--- src/rtl/cnn_argmax_head.sv ---
// -----------------------------------------------------------------------------
// cnn_argmax_head
//
// Classification head behind the CNN core. It takes NUM_CLASSES signed scores
// as a valid-qualified stream and keeps the running maximum. On the last
// accepted score it publishes the winning index and score, and it holds them
// under the startFlag/done level handshake.
//
// Optional feature macro: ARGMAX_TOPTWO_EN
//   defined   : also tracks the runner-up and publishes second_idx and margin
//   undefined : second_idx and margin are tied to 0 and no runner-up logic is
//               built
//
// Parameters
//   NUM_CLASSES  scores per inference (>= 2)
//   DATA_W       score width, two's complement
//   IDX_W        class index width, 2**IDX_W >= NUM_CLASSES
//
// Ports
//   clk          system clock, rising edge
//   rst          asynchronous active-low reset
//   startFlag    level request, high = run / hold an inference
//   in_valid     in_data carries a score this cycle
//   in_data      signed class score, class order = arrival order
//   in_ready     high while collecting (decoded from the state register)
//   done         result valid, held until startFlag drops
//   class_idx    index of the maximum score
//   class_score  maximum score
//   second_idx   runner-up index (0 unless ARGMAX_TOPTWO_EN)
//   margin       class_score - runner-up score at DATA_W+1 bits (0 unless
//                ARGMAX_TOPTWO_EN)
//
// State       | meaning
// ------------+---------------------------------------------------------
// ST_IDLE     | waiting for startFlag, stream ignored
// ST_COLLECT  | accepting scores, abort to idle if startFlag drops
// ST_DONE     | result published, wait for startFlag to drop
// -----------------------------------------------------------------------------
module cnn_argmax_head #(
  parameter int NUM_CLASSES = 10,
  parameter int DATA_W      = 16,
  parameter int IDX_W       = 4
) (
  input  logic                     clk,
  input  logic                     rst,
  input  logic                     startFlag,
  input  logic                     in_valid,
  input  logic signed [DATA_W-1:0] in_data,
  output logic                     in_ready,
  output logic                     done,
  output logic        [IDX_W-1:0]  class_idx,
  output logic signed [DATA_W-1:0] class_score,
  output logic        [IDX_W-1:0]  second_idx,
  output logic signed [DATA_W:0]   margin
);

  typedef enum logic [1:0] {
    ST_IDLE    = 2'd0,
    ST_COLLECT = 2'd1,
    ST_DONE    = 2'd2
  } state_t;

  localparam logic signed [DATA_W-1:0] MOST_NEG = {1'b1, {(DATA_W-1){1'b0}}};
  localparam logic        [IDX_W-1:0]  LAST_IDX = IDX_W'(NUM_CLASSES - 1);

  state_t                    state_q, state_d;
  logic        [IDX_W-1:0]   cnt_q, cnt_d;
  logic signed [DATA_W-1:0]  max_q, max_d;
  logic        [IDX_W-1:0]   max_idx_q, max_idx_d;
  logic signed [DATA_W-1:0]  out_score_q, out_score_d;
  logic        [IDX_W-1:0]   out_idx_q, out_idx_d;

  logic                      accept;
  logic                      last_sample;
  logic                      init_run;
  logic                      step_run;
  logic                      publish;
  logic                      new_max;
  logic signed [DATA_W-1:0]  run_max_nx;
  logic        [IDX_W-1:0]   run_idx_nx;

  assign accept      = (state_q == ST_COLLECT) && in_valid;
  assign last_sample = (cnt_q == LAST_IDX);
  assign init_run    = (state_q == ST_IDLE) && startFlag;
  // The final sample completes even if startFlag drops on the same edge.
  assign publish     = accept && last_sample;
  assign step_run    = accept && (last_sample || startFlag);

  // Sample 0 always loads so an all-most-negative stream still reports idx 0.
  assign new_max     = (cnt_q == '0) || (in_data > max_q);
  assign run_max_nx  = new_max ? in_data : max_q;
  assign run_idx_nx  = new_max ? cnt_q   : max_idx_q;

  assign in_ready    = (state_q == ST_COLLECT);
  assign done        = (state_q == ST_DONE);
  assign class_idx   = out_idx_q;
  assign class_score = out_score_q;

  always_comb begin
    state_d = state_q;
    unique case (state_q)
      ST_IDLE: begin
        if (startFlag) state_d = ST_COLLECT;
      end
      ST_COLLECT: begin
        if (publish)         state_d = ST_DONE;
        else if (!startFlag) state_d = ST_IDLE;
      end
      ST_DONE: begin
        if (!startFlag) state_d = ST_IDLE;
      end
      default: state_d = ST_IDLE;
    endcase
  end

  always_comb begin
    cnt_d       = cnt_q;
    max_d       = max_q;
    max_idx_d   = max_idx_q;
    out_score_d = out_score_q;
    out_idx_d   = out_idx_q;
    if (init_run) begin
      cnt_d     = '0;
      max_d     = MOST_NEG;
      max_idx_d = '0;
    end else if (step_run) begin
      cnt_d     = cnt_q + IDX_W'(1);
      max_d     = run_max_nx;
      max_idx_d = run_idx_nx;
    end
    if (publish) begin
      out_score_d = run_max_nx;
      out_idx_d   = run_idx_nx;
    end
  end

  always_ff @(posedge clk or negedge rst) begin
    if (!rst) begin
      state_q     <= ST_IDLE;
      cnt_q       <= '0;
      max_q       <= '0;
      max_idx_q   <= '0;
      out_score_q <= '0;
      out_idx_q   <= '0;
    end else begin
      state_q     <= state_d;
      cnt_q       <= cnt_d;
      max_q       <= max_d;
      max_idx_q   <= max_idx_d;
      out_score_q <= out_score_d;
      out_idx_q   <= out_idx_d;
    end
  end

`ifdef ARGMAX_TOPTWO_EN
  logic signed [DATA_W-1:0]  sec_q, sec_d;
  logic        [IDX_W-1:0]   sec_idx_q, sec_idx_d;
  logic        [IDX_W-1:0]   out_sec_idx_q, out_sec_idx_d;
  logic signed [DATA_W:0]    out_margin_q, out_margin_d;
  logic signed [DATA_W-1:0]  run_sec_nx;
  logic        [IDX_W-1:0]   run_sec_idx_nx;
  logic                      sec_upd;

  // A score equal to the current max is neither a new max nor a runner-up,
  // so repeated maxima leave the runner-up at the next distinct value.
  assign sec_upd = (in_data > sec_q) && (in_data != max_q);

  always_comb begin
    run_sec_nx     = sec_q;
    run_sec_idx_nx = sec_idx_q;
    if (new_max) begin
      run_sec_nx     = max_q;
      run_sec_idx_nx = max_idx_q;
    end else if (sec_upd) begin
      run_sec_nx     = in_data;
      run_sec_idx_nx = cnt_q;
    end
  end

  always_comb begin
    sec_d         = sec_q;
    sec_idx_d     = sec_idx_q;
    out_sec_idx_d = out_sec_idx_q;
    out_margin_d  = out_margin_q;
    if (init_run) begin
      sec_d     = MOST_NEG;
      sec_idx_d = '0;
    end else if (step_run) begin
      sec_d     = run_sec_nx;
      sec_idx_d = run_sec_idx_nx;
    end
    if (publish) begin
      out_sec_idx_d = run_sec_idx_nx;
      // One extra bit keeps max - min representable without overflow.
      out_margin_d  = {run_max_nx[DATA_W-1], run_max_nx}
                    - {run_sec_nx[DATA_W-1], run_sec_nx};
    end
  end

  always_ff @(posedge clk or negedge rst) begin
    if (!rst) begin
      sec_q         <= '0;
      sec_idx_q     <= '0;
      out_sec_idx_q <= '0;
      out_margin_q  <= '0;
    end else begin
      sec_q         <= sec_d;
      sec_idx_q     <= sec_idx_d;
      out_sec_idx_q <= out_sec_idx_d;
      out_margin_q  <= out_margin_d;
    end
  end

  assign second_idx = out_sec_idx_q;
  assign margin     = out_margin_q;
`else
  assign second_idx = '0;
  assign margin     = '0;
`endif

endmodule

--- config.mk ---
export PLATFORM = sky130hd
export DESIGN_NAME = cnn_argmax_head
export DESIGN_NICKNAME = d
export VERILOG_FILES = /design/src/rtl/cnn_argmax_head.sv
export SDC_FILE = /design/constraint.sdc
export NUM_CORES = 1
export LEC_CHECK = 0
export BUFFER_PORTS_ARGS = -buffer_cell sky130_fd_sc_hd__buf_2
export CORE_UTILIZATION = 59
export DETAILED_ROUTE_END_ITERATION = 16
export PLACE_DENSITY = 0.86
export SLEW_MARGIN = 25
export SYNTH_ARGS = -nofsm -noshare
export SYNTH_HDL_FRONTEND = slang
export SYNTH_SLANG_ARGS = --single-unit
--- constraint.sdc ---
create_clock -name clk -period 4.7 [get_ports clk]
set_input_delay 0 -clock clk [delete_from_list [all_inputs] [get_ports clk]]
set_output_delay 0 -clock clk [all_outputs]
set_load 0.02 [all_outputs]
==> flow_summary.ini <==
[status]
status = finished clean

[clock_network]
cts_resized = 0
numCtsBuffers = 5
post_cts_buffers = 0
clock_path_buffers = 2
clock_latency_ns = 0.30
cts_tree = yes
htreeDepth = 2
cts_sinks = 46
cts_hold_buf = 18
clock-root-buffer = clkbuf_8
clk_pin_slew_worst_paths_ns = 0.08

[place]
placed_area_sq_um = 3070
dpl.hpwl_um = 4110
place.gp.congestion = 0.861
io_buffer_count = 41

[global_routing]
grtUsageMet2_pct = 40.1
grt_pass1_vias = 2301
grt.busiest_layer = met2
antenna_found_initial = 0
grt_pass1_wl_um = 10200
grt_use_met1_pct = 32.5
overflow = 0
grt_max_degree = 47
gr-usage-met3_pct = 3.89
track_usage_pct = 24.6

[synthesis]
ys_ff_latch = 46
synth.most_common_cell = dfrtp_1
syn_avg_cell_area_sq_um = 9.22
synth-compound-area-share_pct = 14.6
synth.mux.area_fraction_pct = 6.21
yosysTopAreaCell = dfrtp_1
synthSimpleGateAreaFrac_pct = 17.6
synth_edf_count = 0
synthFlopType = dfrtp_1
synth_top_area_share_pct = 39.4
synth.distinct_cells = 42
yosys_warnings = 0
synth_top_family_by_area = simple AND/OR/NAND/NOR gates
yosysSeqAreaShare_pct = 39.4
synthTopCellsByArea = dfrtp_1 39%, ha_1 8.1%, buf_4 5.9%
async_flop_share_pct = 100
synthAdderAreaFrac_pct = 8.14
syn_area_sq_um = 2920
synthXorXnorAreaFrac_pct = 0.600
synthTopCellsByCount = 46 x dfrtp_1, 34 x inv_1, 32 x nand2_1, 24 x nor2_1, 23 x buf_4
synth_cells = 317

[sta]
layout_min_cycle_time_ns = 3.01
fin_crit_sh_pct = 64.1
maxSlewViolCount = 0
slew_headroom_pct = 50.8
fin_skew_ns = 0.0102
rsz0062_at_grt = false
setup_tns_ns = 0
worst_pin_slew_ns = 0.730
setup_viol_count_final = 0
max_freq_ghz = 0.332
finalHoldViolCount = 0

[setup_path]
critPathLaunch = max_q[11]
worst_ep_required_time_ns = 4.88
cp_slowest_stage_delay_ns = 0.46
crit_arrival_ns = 3.19
crit_path_top_delay_cell = and4b_2
crit_chain = inv_1 -> ha_1 -> nand4_1 -> nor4_1 -> a31oi_1 -> and4b_2 -> o31ai_4 -> buf_4 -> mux2_1
cp-end-kind = register
r2r_start = max_q[11]
worstSetupPathType = reg -> reg
cp_max_fo = 34
cp-start-kind = register

[route]
route.detailed.drc = 0
vias = 2426
wl_per_cell_um = 14.0
drt_iter0_markers = 184
routed_wl_um = 6080
first_pass_iters = 4
antenna_left = 0
avgViaCountPerCell = 5.59

[layout]
syn_to_final_growth_pct = 14.5
multi_input_area_sq_um = 1480
layout.area.seq_sq_um = 1150
fillers = 374
final_area_sq_um = 3340
nNetsFinal = 405
drive_above_1_share_pct = 16.1
diodes = 0

[floorplan]
die_x_um = 72.4
initial_core_util_pct = 61.4
io_pins = 63
core_region_area_sq_um = 4750
die_h_um = 72.4
fp-row-count = 25
die_area_sq_um = 5240

[power_and_ir_drop]
ir_worst_vdd_mv = 0.153
power_density_nw_per_um2 = 273
leakagePower_uw = 0.00172
p_total_uw = 914

[hold_path]
min_path_type = in -> reg
worstHoldStart = in_valid

[run]
maxCapViolCount = 0
## area by class of cell
class / instances / area share, %
clock inverters: 1 / 0.150
clock buffers: 7 / 2.58
multi-input cells: 217 / 44.3
flip-flops and latches: 46 / 34.4
inverters: 34 / 3.82
well taps: 67 / 2.51
repair buffers: 62 / 12.3
## layout by cell type, fill, tap and decap left out, types with 2 or more instances in the layout
cell type      Yosys  routed
nor2b_1            3       3
xor2_1             2       2
nand3_1            2       2
nand4_1            3       3
a31oi_1           18      18
a21o_1             2       2
ha_1              19      19
nand4b_1           4       4
buf_2              1      40
or4_1             15      15
dlygate4sd3_1      0      18
a21oi_1            6       6
dfrtp_1           46      46
nor4_1             3       2
inv_1             34      34
conb_1             1      21
clkbuf_8           0       6
mux2i_1           17      17
o31ai_1           19      19
a32o_1             2       2
nand2_1           32      32
nor2_1            24      24
and2_1             4       4
buf_4             23       4
o21ai_0            5       5
## kinds of logic (layout without fill, tap and decap cells)
group,Yosys count,after routing
simple gates,98,98
buf+inv,74,104
compound gates,59,59
flops,46,46
fa+ha+maj,19,19
mux,18,18
xor+xnor,2,2
other cells,1,21
## final timing paths
path	to	slack (ns)	cells past startpoint
worst max-delay path	max_q[15]	1.69	9
worst min-delay path	state_q[1]	0.19	4
worst max register to register	max_q[15]	1.69	9
worst min register to register	class_idx[2]	0.49	2
max in group asynchronous	class_score[8]	4.05	2
min in group asynchronous	cnt_q[2]	0.24	2
## sequential cells by signal (all words and copies together), names as in the netlist
signal       count
max_idx_q        4
state_q          2
max_q           16
cnt_q            4
class_score     16
class_idx        4
## critical path, delay by kind of cell (launching register included)
kind / cells / cell delay (ns)
AOI/OAI and AO/OA: 2 / 0.39
adders and majority gates: 1 / 0.32
buffers and inverters: 2 / 0.41
DFF: 1 / 0.35
muxes: 1 / 0.36
and+or+nand+nor: 3 / 1.06
## per-stage QoR
step / util (%) / setup WS [ns] / hold slack, ns / cells
floorplan: - / 2.23 / -0.296 / 337
global placement: 64.5 / 1.67 / 0.218 / 408
detailed placement: 64.6 / 1.53 / 0.234 / 408
CTS: 70.3 / 1.52 / 0.176 / 434
global route: 70.3 / 1.48 / 0.240 / 434
finish: 70.3 / 1.69 / 0.185 / 434
## routing by layer
| metal | wire length, um | vias up |
|---|---|---|
| met3 | 243 | 10 |
| li1 | - | 1165 |
| met1 | 2710 | 1179 |
| met4 | 91 | 0 |
| met5 | 0 | - |
| met2 | 3030 | 72 |
## power by group
| part | switching, uW | internal, uW |
|---|---|---|
| Clock | 132 | 119 |
| Sequential | 13.5 | 416 |
| Combinational | 155 | 80.0 |
| Total | 300 | 614 |
(Power assumes the default switching activity.)
